[src/rtl/mem_if_pkg.sv]
// Shared widths and state encoding for the Mini-SRC memory interface.
package mem_if_pkg;

  localparam int ADDR_W_DEF = 9;
  localparam int DATA_W_DEF = 32;

  typedef enum logic [2:0] {
    IDLE    = 3'd0,
    RD_ADDR = 3'd1,
    RD_DATA = 3'd2,
    WR      = 3'd3,
    DONE    = 3'd4
  } state_t;

endpackage

[src/rtl/mem_interface.sv]
// MAR/MDR owner and RAM strobe sequencer for the 512x32 registered-read RAM.
// Optional feature: define MEM_ADDR_CHECK_EN to fault out-of-range addresses.
module mem_interface
  import mem_if_pkg::*;
#(
  parameter int ADDR_W = ADDR_W_DEF,
  parameter int DATA_W = DATA_W_DEF
) (
  input  logic              clock,
  input  logic              clear,
  input  logic              mem_req,
  input  logic              mem_we,
  input  logic [DATA_W-1:0] addr_in,
  input  logic [DATA_W-1:0] wdata_in,
  output logic              mem_ack,
  output logic              busy,
  output logic [DATA_W-1:0] rdata_out,
  output logic              addr_fault,
  output logic              ram_read,
  output logic              ram_write,
  output logic [ADDR_W-1:0] ram_address,
  output logic [DATA_W-1:0] ram_data_in,
  input  logic [DATA_W-1:0] ram_data_out
);

  state_t              state;
  logic [ADDR_W-1:0]   mar;
  logic [DATA_W-1:0]   mdr;
  logic                fault_q;
  logic                addr_bad;

`ifdef MEM_ADDR_CHECK_EN
  assign addr_bad = |addr_in[DATA_W-1:ADDR_W];
`else
  // Upper address bits alias onto the RAM; they are intentionally dropped.
  logic unused_upper;
  assign unused_upper = ^addr_in[DATA_W-1:ADDR_W];
  assign addr_bad     = 1'b0;
`endif

  assign ram_address = mar;
  assign ram_data_in = mdr;
  assign rdata_out   = mdr;
  assign addr_fault  = fault_q;

  // Access sequencer; all strobes are registered so nothing depends combinationally on mem_req.
  always_ff @(posedge clock or posedge clear) begin
    if (clear) begin
      state     <= IDLE;
      mar       <= '0;
      mdr       <= '0;
      mem_ack   <= 1'b0;
      busy      <= 1'b0;
      ram_read  <= 1'b0;
      ram_write <= 1'b0;
      fault_q   <= 1'b0;
    end else begin
      case (state)
        IDLE: begin
          if (mem_req) begin
            mar  <= addr_in[ADDR_W-1:0];
            busy <= 1'b1;
            if (addr_bad) begin
              state   <= DONE;
              mem_ack <= 1'b1;
              fault_q <= 1'b1;
            end else if (mem_we) begin
              mdr       <= wdata_in;
              ram_write <= 1'b1;
              state     <= WR;
            end else begin
              ram_read <= 1'b1;
              state    <= RD_ADDR;
            end
          end else begin
            state <= IDLE;
          end
        end
        RD_ADDR: begin
          ram_read <= 1'b0;
          state    <= RD_DATA;
        end
        RD_DATA: begin
          mdr     <= ram_data_out;
          mem_ack <= 1'b1;
          state   <= DONE;
        end
        WR: begin
          ram_write <= 1'b0;
          mem_ack   <= 1'b1;
          state     <= DONE;
        end
        DONE: begin
          mem_ack <= 1'b0;
          fault_q <= 1'b0;
          busy    <= 1'b0;
          state   <= IDLE;
        end
        default: begin
          mem_ack   <= 1'b0;
          fault_q   <= 1'b0;
          busy      <= 1'b0;
          ram_read  <= 1'b0;
          ram_write <= 1'b0;
          state     <= IDLE;
        end
      endcase
    end
  end

endmodule

[config.mk]
export PLATFORM = sky130hd
export DESIGN_NAME = mem_interface
export DESIGN_NICKNAME = d
export VERILOG_FILES = /design/src/rtl/mem_if_pkg.sv /design/src/rtl/mem_interface.sv
export SDC_FILE = /design/constraint.sdc
export NUM_CORES = 1
export LEC_CHECK = 0
export CAP_MARGIN = 10
export CORE_MARGIN = 1.5
export CORE_UTILIZATION = 35
export CTS_BUF_LIST = sky130_fd_sc_hd__clkbuf_4
export CTS_CLUSTER_DIAMETER = 30
export DETAILED_ROUTE_END_ITERATION = 12
export PLACE_DENSITY_LB_ADDON = 0.08
export REMOVE_ABC_BUFFERS = 1
export SYNTH_ARGS = -nofsm -noshare
export SYNTH_HDL_FRONTEND = slang
export SYNTH_SLANG_ARGS = --single-unit
[constraint.sdc]
create_clock -name clock -period 1.7 [get_ports clock]
set_input_delay 0.425 -clock clock [delete_from_list [all_inputs] [get_ports clock]]
set_output_delay 0.425 -clock clock [all_outputs]
set_load 0.01 [all_outputs]
==> flow_metrics.tcl, run 1 <==
set metrics [dict create \
    min_period_over_period 0.967 \
    async_reset_ff_frac 1.00 \
    switching_share 0.339 \
    die_h_um 88.6 \
    htree_num_levels 2 \
    status "finished clean" \
    tns_ns 0 \
    grtUsageMet2 0.300 \
    setup_viol 0 \
    clkSinkCount 48 \
    seq_area_frac_synth 0.468 \
    synth_edf_count 0 \
    coreArea_sq_mm 0.00718 \
    rsz0062_at_grt "no" \
    gp_congestion 0.682 \
    pre_cts_slack_ns -0.393 \
    drtIter0Drc 19 \
    seqPwrFrac 0.285 \
    rows 31 \
    finalHoldViolCount 0 \
    final_cell_mix "dlygate4sd2_1, clkdlybuf4s50_1, dfrtp_1, buf_4, mux2_2" \
    drive_gt1_frac 0.376 \
    hp-class "in -> async" \
    overflow 0 \
    drt-total-wl_um 6560 \
    via_count 1983 \
    dr.pass1.iters 3 \
    p_leak_nw 2.03 \
    ant_nets 0 \
    tritoncts "built" \
    met1_usage 0.198 \
    cts_hold_buffers 0 \
    fmax_mhz 609 \
    place_hpwl_um 4640 \
    yosysUniqueCellTypes 22 \
    grt_use_total 0.168 \
    grt_busiest_layer "met2" \
    dieWidth_um 88.6 \
    power.switching_w 0.00244 \
    final_core_util 0.596 \
    drv_slew 0 \
    place_area_sq_mm 0.00404 \
    wl_per_cell_um 14.6 \
    cts_root_buf "clkbuf_4" \
    layout_commonest_cell "dlygate4sd2_1" \
    crit_path_top_delay_cell "dfrtp_1" \
    finalClockSkew_ns 0.0221 \
    grt_pass1_vias 2127 \
    worstSetupEndpointType "primary output" \
    max_cap_viol_count 0 \
    avgSynthCellArea_sq_um 14.0 \
    syn_inst 183 \
    ys_seq_elements 48 \
    path_cells "buf_4 -> dlygate4sd2_1" \
    cts-buffers-inserted 5 \
    portBuffers 153 \
    pwr-share-comb 0.639 \
    diodes 0 \
    clockPowerShare 0.076 \
    timing.final.crit_period_ns 1.64 \
    startpoint_type "register" \
    max-clock-path-buffers 2 \
    clk_latency_ns 0.37 \
    cts.clk_slew.worst_paths_ns 0.15 \
    drc 0 \
    nets 450 \
    final_area_sq_mm 0.00428 \
    grt_max_degree 36 \
    ys.flop_type "dfrtp_1" \
    internal_power_w 0.00476 \
    cpPeakStageDelay_ns 0.43 \
    die-area_sq_mm 0.00785 \
    critPathMaxFanout 2 \
    yosys_warnings 0 \
    viasPerCell 4.41 \
    crit_arrival_ns 1.22 \
    power_density_mw_per_mm2 1690 \
    critPathTopFamily "flip-flops" \
    worst_slack_ns 0.0568 \
    ios 178 \
    worst-path-buf-inv 2 \
    met3_usage 0.0448 \
    ir_drop_uv 783 \
    start_util 0.358 \
    syn_area_sq_mm 0.00257 \
    cp.required_ns 1.27 \
    grt_pass1_wl_um 10200 \
    area_growth_pct 66.7 \
    total_power_w 0.00721 \
    antenna_found_initial 0 \
    worst-setup-path-type "reg -> out" \
]
## sequential cells by signal, summed over array words and instances, names as in the netlist
| register | count |
|---|---|
| ram_data_in | 32 |
| ram_address | 9 |
| mem_ack | 1 |
| state | 3 |
| ram_read | 1 |
| busy | 1 |
| ram_write | 1 |
## per-stage QoR
stage               hold WS, ns  instances
floorplan                 0.473        141
global placement          0.469        405
detailed placement        0.475        405
CTS                       0.378        450
global route              0.381        450
finish                    0.385        450
## worst reg2reg max path, delay by kind of cell, from the launching register on
kind,cells,cell delay (ns)
flops,1,0.44
simple gates,1,0.25
buf+inv,2,0.40
mux,1,0.35
## cells in the mapped netlist, types with 2 or more instances
library cell / n / area (sq um)
dfrtp_1: 48 / 1200
mux2_2: 43 / 484
buf_4: 33 / 248
mux2_4: 30 / 450
buf_2: 4 / 20.0
buf_6: 3 / 33.8
inv_1: 3 / 11.3
nor2_1: 3 / 11.3
a21oi_1: 2 / 10.0
a31oi_1: 2 / 12.5
## timing repair
item	4_1_cts	5_1_grt
setup endpoints to repair	77	20
gates resized for setup	77	1
buffers inserted	37	0
## power groups by stage
stage	registers, W	logic (W)	clock network (W)
2_1_floorplan	0.00269	0.00156	0
3_3_place_gp	0.00217	0.00453	0
3_5_place_dp	0.00219	0.00457	0
4_1_cts	0.00206	0.00466	0.000573
5_1_grt	0.00214	0.00497	0.000625
6_report	0.00205	0.00461	0.000547
## worst paths after layout
path	from	endpoint	slack, ns	cells after the start
worst max-delay path	ram_data_in[3]$_DFFE_PP0P_	rdata_out[3]	0.06	2
worst min-delay path	clear	ram_data_in[3]$_DFFE_PP0P_	0.38	3
worst max register to register	state[1]$_DFF_PP0_	ram_address[6]$_DFFE_PP0P_	0.16	4
worst min register to register	busy$_DFFE_PP0P_	busy$_DFFE_PP0P_	0.50	1
max in group asynchronous	clear	state[1]$_DFF_PP0_	1.12	3
min in group clock	busy$_DFFE_PP0P_	busy$_DFFE_PP0P_	0.50	1
## logic make-up (layout without fill, tap and decap cells)
family / after synthesis / in the layout / share of synthesized area
other cells: 1 / 1 / 0.00146
simple gates: 8 / 8 / 0.0161
buf+inv: 45 / 213 / 0.129
mux: 73 / 73 / 0.364
flops: 48 / 48 / 0.468
compound gates: 8 / 8 / 0.0210
## metal layers
metal	vias up	wire length [um]	part of all wire
met5	-	0	0
met4	0	88	0.013
met3	8	422	0.064
met2	79	3400	0.52
met1	964	2650	0.40
li1	932	-	-
## cell type report
class | instances | area [sq um]
multi-input combinational | 90 | 1040
clock buffer | 6 | 45.0
fill | 646 | 2900
timing repair buffer | 202 | 1840
sequential | 48 | 1200
clock inverter | 2 | 11.3
inverter | 3 | 11.3
tap | 99 | 124
(Power assumes the default switching activity.)
==> run 2: changes to the inputs <==
--- a/config.mk
+++ b/config.mk
@@ -11,7 +11,7 @@
 export CTS_BUF_LIST = sky130_fd_sc_hd__clkbuf_4
 export CTS_CLUSTER_DIAMETER = 30
 export DETAILED_ROUTE_END_ITERATION = 12
-export PLACE_DENSITY_LB_ADDON = 0.08
+export PLACE_DENSITY = 0.83
 export REMOVE_ABC_BUFFERS = 1
 export SYNTH_ARGS = -nofsm -noshare
 export SYNTH_HDL_FRONTEND = slang
==> flow_metrics.tcl, run 2 (synthesized netlist as in run 1, its figures left out) <==
set metrics [dict create \
    wl_per_cell_um 14.8 \
    worst-setup-path-type "in -> reg" \
    die-area_sq_mm 0.00785 \
    p_leak_nw 2.04 \
    clk_latency_ns 0.37 \
    startpoint_type "input port" \
    rows 31 \
    gp_congestion 0.713 \
    critPathTopFamily "buffers and inverters" \
    finalHoldViolCount 0 \
    min_period_over_period 1.00 \
    critPathMaxFanout 13 \
    drt-total-wl_um 6680 \
    cpPeakStageDelay_ns 0.48 \
    setup_viol 1 \
    largest_reg_flops 32 \
    fill_cells 590 \
    layout_commonest_cell "dlygate4sd2_1" \
    viasPerCell 4.44 \
    tritoncts "built" \
    grt_max_degree 49 \
    fmax_mhz 588 \
    max_cap_viol_count 0 \
    ant_nets 0 \
    switching_share 0.344 \
    finalClockSkew_ns 0.0226 \
    htree_num_levels 2 \
    place_hpwl_um 4660 \
    area_growth_pct 66.7 \
    power.switching_w 0.00249 \
    crit_arrival_ns 1.95 \
    rsz0062_at_grt "no" \
    portBuffers 153 \
    die_h_um 88.6 \
    crit_path_top_delay_cell "clkdlybuf4s50_1" \
    via_count 2008 \
    grt_use_total 0.170 \
    max-clock-path-buffers 2 \
    ir_drop_uv 813 \
    diodes 0 \
    status "complete, but fails checks" \
    start_util 0.358 \
    internal_power_w 0.00476 \
    total_power_w 0.00725 \
    clkSinkCount 48 \
    worst-path-buf-inv 2 \
    timing.final.crit_period_ns 1.70 \
    cts-buffers-inserted 5 \
    dp_cells 404 \
    pwr-share-comb 0.643 \
    power_density_mw_per_mm2 1700 \
    worstSetupEndpointType "register" \
    ios 178 \
    cp.required_ns 1.95 \
    overflow 0 \
    coreArea_sq_mm 0.00718 \
    cts_root_buf "clkbuf_4" \
    final_cells 452 \
    drc 0 \
    final_cell_mix "dlygate4sd2_1, clkdlybuf4s50_1, buf_4, dfrtp_1, mux2_2" \
    drv_slew 0 \
    dr.pass1.iters 4 \
    antenna_found_initial 0 \
    cts.clk_slew.worst_paths_ns 0.16 \
    holdWs_ns 0.401 \
    grt_pass1_wl_um 10200 \
    nets 452 \
    clockPowerShare 0.073 \
    drive_gt1_frac 0.382 \
    seqPwrFrac 0.284 \
    dieWidth_um 88.6 \
    hp-class "in -> async" \
    drtIter0Drc 30 \
    failed_checks "negative setup slack" \
    worst_slack_ns -0.00123 \
    grt_pass1_vias 2109 \
    path_cells "clkdlybuf4s50_1 -> a21oi_1 -> or3_2 -> buf_6 -> mux2_4" \
]
run 2: cell types whose count changed in the layout (fill, tap and decap cells not counted):
| cell | delta |
|---|---|
| or3_2 | +1 |
| dfrtp_1 | -1 |
| buf_12 | -1 |
| dfrtp_2 | +1 |
| clkbuf_4 | -1 |
| clkinvlp_4 | -1 |
| or3_4 | -1 |
| buf_6 | +1 |
| clkinv_2 | +2 |
| buf_4 | +2 |
run 2: metrics by stage:
stage	utilization	cell area [sq um]	TNS, ns	setup WS, ns
3_3_place_gp	0.560	4020	-13.91	-0.417
5_1_grt	0.596	4280	0	0.00389
6_report	0.596	4280	-0.00123	-0.00123
4_1_cts	0.596	4280	0	0.0306
3_5_place_dp	0.560	4020	-14.10	-0.424
2_1_floorplan	-	2250	-40.54	-1.00
run 2: final timing paths:
kind / endpoint / depth (start not counted) / from / slack, ns
worst min-delay path: ram_data_in[22]$_DFFE_PP0P_ / 3 / clear / 0.40
max in group asynchronous: state[1]$_DFF_PP0_ / 3 / clear / 1.04
worst min register to register: busy$_DFFE_PP0P_ / 1 / busy$_DFFE_PP0P_ / 0.51
min in group clock: busy$_DFFE_PP0P_ / 1 / busy$_DFFE_PP0P_ / 0.51
worst max-delay path: ram_data_in[8]$_DFFE_PP0P_ / 5 / mem_we / -0.001
worst max register to register: ram_data_in[8]$_DFFE_PP0P_ / 4 / state[1]$_DFF_PP0_ / 0.11
run 2: final cells by class:
class                   instances  area [sq um]  share of cell area
repair buffers                204          1850               0.432
well taps                      99           124              0.0290
inverters                       3          11.3             0.00263
multi-input cells              90          1040               0.243
flip-flops and latches         48          1200               0.281
clock inverters                 3          13.8             0.00322
clock buffers                   5          37.5             0.00878
run 2: tightest hold or removal path: cells and delay by family:
kind | cells | cell delay [ns]
buf+inv | 3 | 0.76
run 2: what timing repair did:
action | 4_1_cts | 5_1_grt
setup buffers | 40 | 0
gates resized for setup | 78 | 0
hold buffers | 0 | 0
setup endpoints to repair | 90 | 0
run 2: metal layers:
| metal | global-route usage | part of all wire | up-vias |
|---|---|---|---|
| met5 | 0 | 0 | - |
| met4 | 0.0298 | 0.0057 | 0 |
| met3 | 0.0532 | 0.089 | 6 |
| met2 | 0.321 | 0.52 | 100 |
| met1 | 0.188 | 0.38 | 966 |
| li1 | - | - | 936 |
run 2: power groups by stage:
stage	Clock (W)	Sequential [W]	Combinational, W
after floorplan	0	0.00269	0.00156
final	0.000527	0.00206	0.00466
after CTS	0.000565	0.00206	0.00470
after global placement	0	0.00216	0.00446
after detailed placement	0	0.00222	0.00452
after global routing	0.000592	0.00214	0.00502
